--- src/rtl/vga_timing_gen.sv ---
// 640x480@60 raster timing on the master clock, stepped by the pix_en clock enable; sync/video decodes are combinational.
// Optional VGA_TEST_PATTERN_EN adds a registered colour-bar output (rgb) lagging the counters by one pixel.
module vga_timing_gen #(
  parameter int unsigned H_ACTIVE = 640,
  parameter int unsigned H_FP     = 16,
  parameter int unsigned H_SYNC   = 96,
  parameter int unsigned H_BP     = 48,
  parameter int unsigned V_ACTIVE = 480,
  parameter int unsigned V_FP     = 10,
  parameter int unsigned V_SYNC   = 2,
  parameter int unsigned V_BP     = 33
) (
  input  logic       clk,
  input  logic       rst,
  input  logic       pix_en,
  output logic [9:0] hcount,
  output logic [9:0] vcount,
  output logic       hsync,
  output logic       vsync,
  output logic       video_on,
  output logic       line_start,
  output logic       frame_start
`ifdef VGA_TEST_PATTERN_EN
  ,
  output logic [7:0] rgb
`endif
);

  localparam int unsigned H_TOTAL = H_ACTIVE + H_FP + H_SYNC + H_BP;
  localparam int unsigned V_TOTAL = V_ACTIVE + V_FP + V_SYNC + V_BP;

  generate
    if (H_TOTAL > 1024 || V_TOTAL > 1024) begin : g_bad_totals
      $error("vga_timing_gen: H_TOTAL and V_TOTAL must not exceed 1024");
    end
  endgenerate

  localparam logic [9:0]  H_LAST   = 10'(H_TOTAL - 1);
  localparam logic [9:0]  V_LAST   = 10'(V_TOTAL - 1);
  localparam logic [10:0] H_ACT    = 11'(H_ACTIVE);
  localparam logic [10:0] HS_START = 11'(H_ACTIVE + H_FP);
  localparam logic [10:0] HS_END   = 11'(H_ACTIVE + H_FP + H_SYNC);
  localparam logic [10:0] V_ACT    = 11'(V_ACTIVE);
  localparam logic [10:0] VS_START = 11'(V_ACTIVE + V_FP);
  localparam logic [10:0] VS_END   = 11'(V_ACTIVE + V_FP + V_SYNC);

  logic [9:0] hcount_q, hcount_d;
  logic [9:0] vcount_q, vcount_d;
  logic       line_start_q, line_start_d;
  logic       frame_start_q, frame_start_d;

  always_comb begin
    hcount_d      = hcount_q;
    vcount_d      = vcount_q;
    line_start_d  = 1'b0;
    frame_start_d = 1'b0;
    if (pix_en) begin
      if (hcount_q == H_LAST) begin
        hcount_d     = 10'd0;
        line_start_d = 1'b1;
        if (vcount_q == V_LAST) begin
          vcount_d      = 10'd0;
          frame_start_d = 1'b1;
        end else begin
          vcount_d = vcount_q + 10'd1;
        end
      end else begin
        hcount_d = hcount_q + 10'd1;
      end
    end
  end

  always_ff @(posedge clk) begin
    if (rst) begin
      hcount_q      <= 10'd0;
      vcount_q      <= 10'd0;
      line_start_q  <= 1'b0;
      frame_start_q <= 1'b0;
    end else begin
      hcount_q      <= hcount_d;
      vcount_q      <= vcount_d;
      line_start_q  <= line_start_d;
      frame_start_q <= frame_start_d;
    end
  end

  // Compare in 11 bits so a sync/active boundary at 1024 cannot alias to 0.
  assign hcount      = hcount_q;
  assign vcount      = vcount_q;
  assign hsync       = !(({1'b0, hcount_q} >= HS_START) && ({1'b0, hcount_q} < HS_END));
  assign vsync       = !(({1'b0, vcount_q} >= VS_START) && ({1'b0, vcount_q} < VS_END));
  assign video_on    = ({1'b0, hcount_q} < H_ACT) && ({1'b0, vcount_q} < V_ACT);
  assign line_start  = line_start_q;
  assign frame_start = frame_start_q;

`ifdef VGA_TEST_PATTERN_EN
  localparam logic [9:0] BAR_W = 10'(H_ACTIVE / 8);

  logic [2:0] bar_idx;
  logic [7:0] bar_col;
  logic [7:0] rgb_q, rgb_d;

  always_comb begin
    bar_idx = 3'(hcount_q / BAR_W);
    case (bar_idx)
      3'd0:    bar_col = 8'hFF;
      3'd1:    bar_col = 8'hFC;
      3'd2:    bar_col = 8'h1F;
      3'd3:    bar_col = 8'h1C;
      3'd4:    bar_col = 8'hE3;
      3'd5:    bar_col = 8'hE0;
      3'd6:    bar_col = 8'h03;
      default: bar_col = 8'h00;
    endcase
    rgb_d = rgb_q;
    if (pix_en) begin
      rgb_d = video_on ? bar_col : 8'h00;
    end
  end

  always_ff @(posedge clk) begin
    if (rst) begin
      rgb_q <= 8'h00;
    end else begin
      rgb_q <= rgb_d;
    end
  end

  assign rgb = rgb_q;
`endif

endmodule
--- config.mk ---
export PLATFORM = sky130hd
export DESIGN_NAME = vga_timing_gen
export DESIGN_NICKNAME = d
export VERILOG_FILES = /design/src/rtl/vga_timing_gen.sv
export SDC_FILE = /design/constraint.sdc
export NUM_CORES = 1
export LEC_CHECK = 0
export BUFFER_PORTS_ARGS = -buffer_cell sky130_fd_sc_hd__buf_2
export CORE_MARGIN = 5
export CORE_UTILIZATION = 30
export CTS_CLUSTER_DIAMETER = 30
export CTS_CLUSTER_SIZE = 14
export DETAILED_ROUTE_END_ITERATION = 7
export PLACE_DENSITY = 0.49
export RECOVER_POWER = 25
export SKIP_LAST_GASP = 1
export SLEW_MARGIN = 30
export SYNTH_ARGS = -nofsm -noshare
export SYNTH_HDL_FRONTEND = slang
export SYNTH_SLANG_ARGS = --single-unit
--- constraint.sdc ---
create_clock -name clk -period 2.1 [get_ports clk]
set_clock_uncertainty 0.1 [all_clocks]
set_input_delay 0.42 -clock clk [delete_from_list [all_inputs] [get_ports clk]]
set_output_delay 0.42 -clock clk [all_outputs]
set_load 0.05 [all_outputs]
* After elaboration in Yosys (flattened, before gate mapping)
Cells that the tools add are included.
** Storage, ports and cells
- Register bits :: 22
- Input bits :: 3
- Output and inout port bits :: 25
- Word-level logic and storage cells :: 28
** Operators by class
- $add $sub $neg :: 2
- Magnitude comparators :: 6
- Equality and inequality tests :: 2
- Mux-type cells :: 4
- Bitwise gates (word level) :: 2
- Reduce and logical (&&, ||, !) cells :: 8
** Operators by type and width (number)
- $add 10x1->10 const B :: 2
- $eq 10x10->1 const B :: 2
- $lt 10x10->1 const B :: 2
- $lt 10x9->1 const B :: 2
- $mux 10 :: 2
- $ge 10x10->1 const B :: 1
- $ge 10x9->1 const B :: 1
- $logic_and 1x1->1 :: 3
- $reduce_or 3->1 :: 1
- $logic_not 1->1 :: 2
- $mux 1 :: 2
- $not 1->1 :: 2
- $reduce_and 2->1 :: 1
- $reduce_or 2->1 :: 1

* Depth between registers and ports, before layout
- Word-level depth :: 3
- Depth in mapped cells :: 7
- Mapped depth without buffers :: 6

* Worst setup path after synthesis
No wires, ideal clock.
- Path type :: reg2out
- Start :: register vcount_q[0] (netlist: vcount[0])
- End :: output vsync
- Data arrival time :: 2119 ps
- Data required time :: 1580 ps
- Path slack :: -539 ps
- Cell stages (with the launch flop) :: 4
- Path buffers :: 0
- Path through :: dfxtp_1 -> inv_1 -> ha_1 -> o21ai_0
** On the way
- Word-level cells in the longest chain between the ends :: 3
- Elaborated cells between the ends (all ways) :: 4
- Those cells by class :: order compare (2); reduce/logical (2)
** RTL lines
- from (decl) :: RTL line 48 : logic [9:0] vcount_q, vcount_d;
- from (signal assigned) :: RTL line 81 : vcount_q <= vcount_d;
- $ge 10x9->1 / $lt 10x9->1 (equally long branches) :: RTL line 91 : assign vsync = !(({1'b0, vcount_q} >= VS_START) && ({1'b0, vcount_q} < VS_END));
- $logic_and 1x1->1 (*) :: RTL line 91
- $logic_not 1->1 (*) :: RTL line 91
- to (decl) :: RTL line 19 : output logic vsync,
Mark *: on every way between the ends. The rest lies on a longest branch, timed or not.

* Worst setup path after layout
- Start :: register vcount_q[7] (netlist: vcount[7])
- End :: output vsync
The elaborated chain is that of the path after synthesis.

==> qor.csv <==
metric,value,unit
clock network fraction of total power,45.7,%
top post-synthesis cells by area,"dfxtp_1 (40%), ha_1 (5.7%), nor2_1 (5.1%)",
Synth Cell Area,0.00111,mm2
top_reg_cell synth,dfxtp_1,
cts hold-fix bufs,0,
"flops & latches, synth",22,
Int Pwr,0.690,mW
Syn Inst Count,128,
Flop pwr share,49.2,%
Detailed Place HPWL,2030,um
share of cells above drive strength 1,25.5,%
Starting Density,30.7,%
Mean Syn Cell Area,8.64,um2
CTS max path bufs,2,
Filler Cell Count,375,
Die X-Extent,70.7,um
WP data arrival,1.45,ns
H-tree lvl count,1,
CP cell instances,nand4_1 -> nor4_2 -> o21ai_2 -> buf_2,
syn nets,136,
drt via density,4.86,
slowest CP cell,dfxtp_1,
final period demand of the worst path,1.97,ns
gpl congestion,0.728,
largest net degree at the start of global routing,16,
Logic pwr share,5.1,%
final setup fails,0,
clock root cell,clkbuf_8,
clock-pin slew on the worst setup and hold paths,0.09,ns
worst hold margin,0.302,ns
Max VDD drop,0.258,mV
die area,0.00500,mm2
asr flop ratio synth,0,%
P_leak,0.559,nW
HP Start,rst,
CTS tree,yes,
first drt pass iteration count,4,
RR Startpoint,hcount[0],
FMAX,508,MHz
gr usage total,11.4,%
post-route core utilization,39.7,%
max_cap viols,0,
# diodes,0,
Final Hold Fails,0,
Synth top area share,39.8,%
Least-Margin Pin Slew,0.608,ns
clk sinks,22,
DRC viols,0,
CP Max Fanout,6,
clk_lat worst skew,0.27,ns
DRT antenna net count,0,
cell area after layout,0.00143,mm2
initial drt markers,66,
crit share post-route,93.7,%
global-route wire length before repair,4710,um
setup TNS,0,ns
drt total wl,2640,um
WHS Path Cells,2,
cell taking the most area after synthesis,dfxtp_1,
CP max stage delay,0.42,ns
Port Buffer Count,27,
gr ovfl total,0,
Std-Cell Rows,22,
"Slew Viols, Final",0,
Reg2Reg Depth,5,
WHS Endpoint,line_start,
critical path buffer and inverter count,1,
Post-synth EDFFs,0,
initial antenna violation count,0,
# nets final,174,
CP required,1.58,ns
status,"finished, final reports clean",
CTS Buf Count,3,
Max-slew headroom,59.7,%
Syn-to-layout area delta,29.4,%
vias in the first global route,1033,
yosys warns,0,
kind of critical path,flop to primary output,
hold crit path type,primary input to flop,
Ports,28,
Startpoint Class,flop,
setup repair after global routing missed its margin,false,
Vias,1035,
CP top delay family,simple AND/OR/NAND/NOR gates,
DR WL/cell,12.4,um
r2r endpoint,vcount[6],
sw frac,20.5,%
Netlist cell types,27,
flop2flop setup slack,0.17,ns
core area,0.00361,mm2
placement-stage cell area,0.00135,mm2
sequential fraction of the synthesis area,39.8,%
critical path endpoint category,primary output,
chip height,70.7,um
NetSw,0.178,mW
cell area power density,606,mW/mm2
[worst max path at each step]
stage | startpoint | to | slack, ns | cells past startpoint
2_1_floorplan | hcount[9] | vcount[7] | 0.04 | 5
3_3_place_gp | hcount[0] | vcount[6] | 0.16 | 5
3_5_place_dp | hcount[0] | vcount[8] | 0.11 | 5
4_1_cts | vcount[5] | vsync | 0.03 | 4
5_1_grt | vcount[7] | vsync | 0.01 | 4
6_report | vcount[7] | vsync | 0.13 | 4
[layer usage]
metal | GRT usage, % | vias to the layer above | wire length (um)
li1 | - | 527 | -
met3 | 3.41 | 4 | 189
met5 | 0 | - | 0
met4 | 4.38 | 0 | 41
met2 | 18.3 | 27 | 1200
met1 | 14.4 | 477 | 1200
[placed cells by master, fill, tap and decap left out, drive strengths merged, types with 5 or more instances in the layout]
cell type	count
a21oi	9
buf	29
clkbuf	11
dfxtp	22
ha	5
inv	6
nand2	8
nand3	7
nand4	6
nor2	15
o21ai	6
or3	5
or4	5
xnor2	6
[power by group through the flow]
stage                     clock, mW  sequential [mW]  combinational, mW
after global routing          0.430            0.429             0.0478
after global placement            0            0.436             0.0452
after detailed placement          0            0.437             0.0461
final                         0.397            0.427             0.0443
after CTS                     0.412            0.427             0.0462
after floorplan                   0            0.451             0.0161
[kinds of logic after synthesis]
logic type / after synthesis / share of synthesized area, %
compound gates: 20 / 10.5
xor+xnor: 10 / 7.92
fa+ha+maj: 5 / 5.66
buf+inv: 10 / 4.75
flops: 22 / 39.8
mux: 1 / 0.905
simple gates: 60 / 30.4
[flip-flops by register name, summed over array words and instances (netlist names)]
name,cells
frame_start,1
hcount,10
line_start,1
vcount,10
[cell usage after synthesis, types with 2 or more instances]
cell type,instances
nand4_1,5
nor2_1,15
nor4_1,2
nand2_1,8
and3_1,3
nor3_1,4
xor2_1,4
or3_1,5
a21oi_1,9
o21ai_0,6
nand2b_1,2
o31ai_1,4
xnor2_1,6
nand3_1,7
dfxtp_1,22
buf_6,2
ha_1,5
inv_1,6
or4_1,5
[timing repair]
action                     in CTS  in global routing
hold endpoints to repair        0                  0
resized for setup               1                  3
setup endpoints to repair       1                 11
setup buffers                   0                  1
pin swaps                       0                  1
[stage by stage]
step | std cells | total power [mW] | setup slack, ns
3_3_place_gp | 208 | 0.481 | 0.163
3_5_place_dp | 208 | 0.483 | 0.112
6_report | 213 | 0.868 | 0.132
4_1_cts | 212 | 0.885 | 0.0300
5_1_grt | 213 | 0.906 | 0.0117
2_1_floorplan | 128 | 0.467 | 0.0384
[final cells by class]
type	instances	area [um2]	share of cell area (%)
clock buffer	3	41.3	2.88
inverter	6	22.5	1.57
sequential	22	445	31.1
tap	48	60.1	4.20
timing repair buffer	37	200	14.0
multi-input combinational	96	632	44.1
clock inverter	1	30.0	2.10
Note: power is estimated with default switching activity, not from simulation.
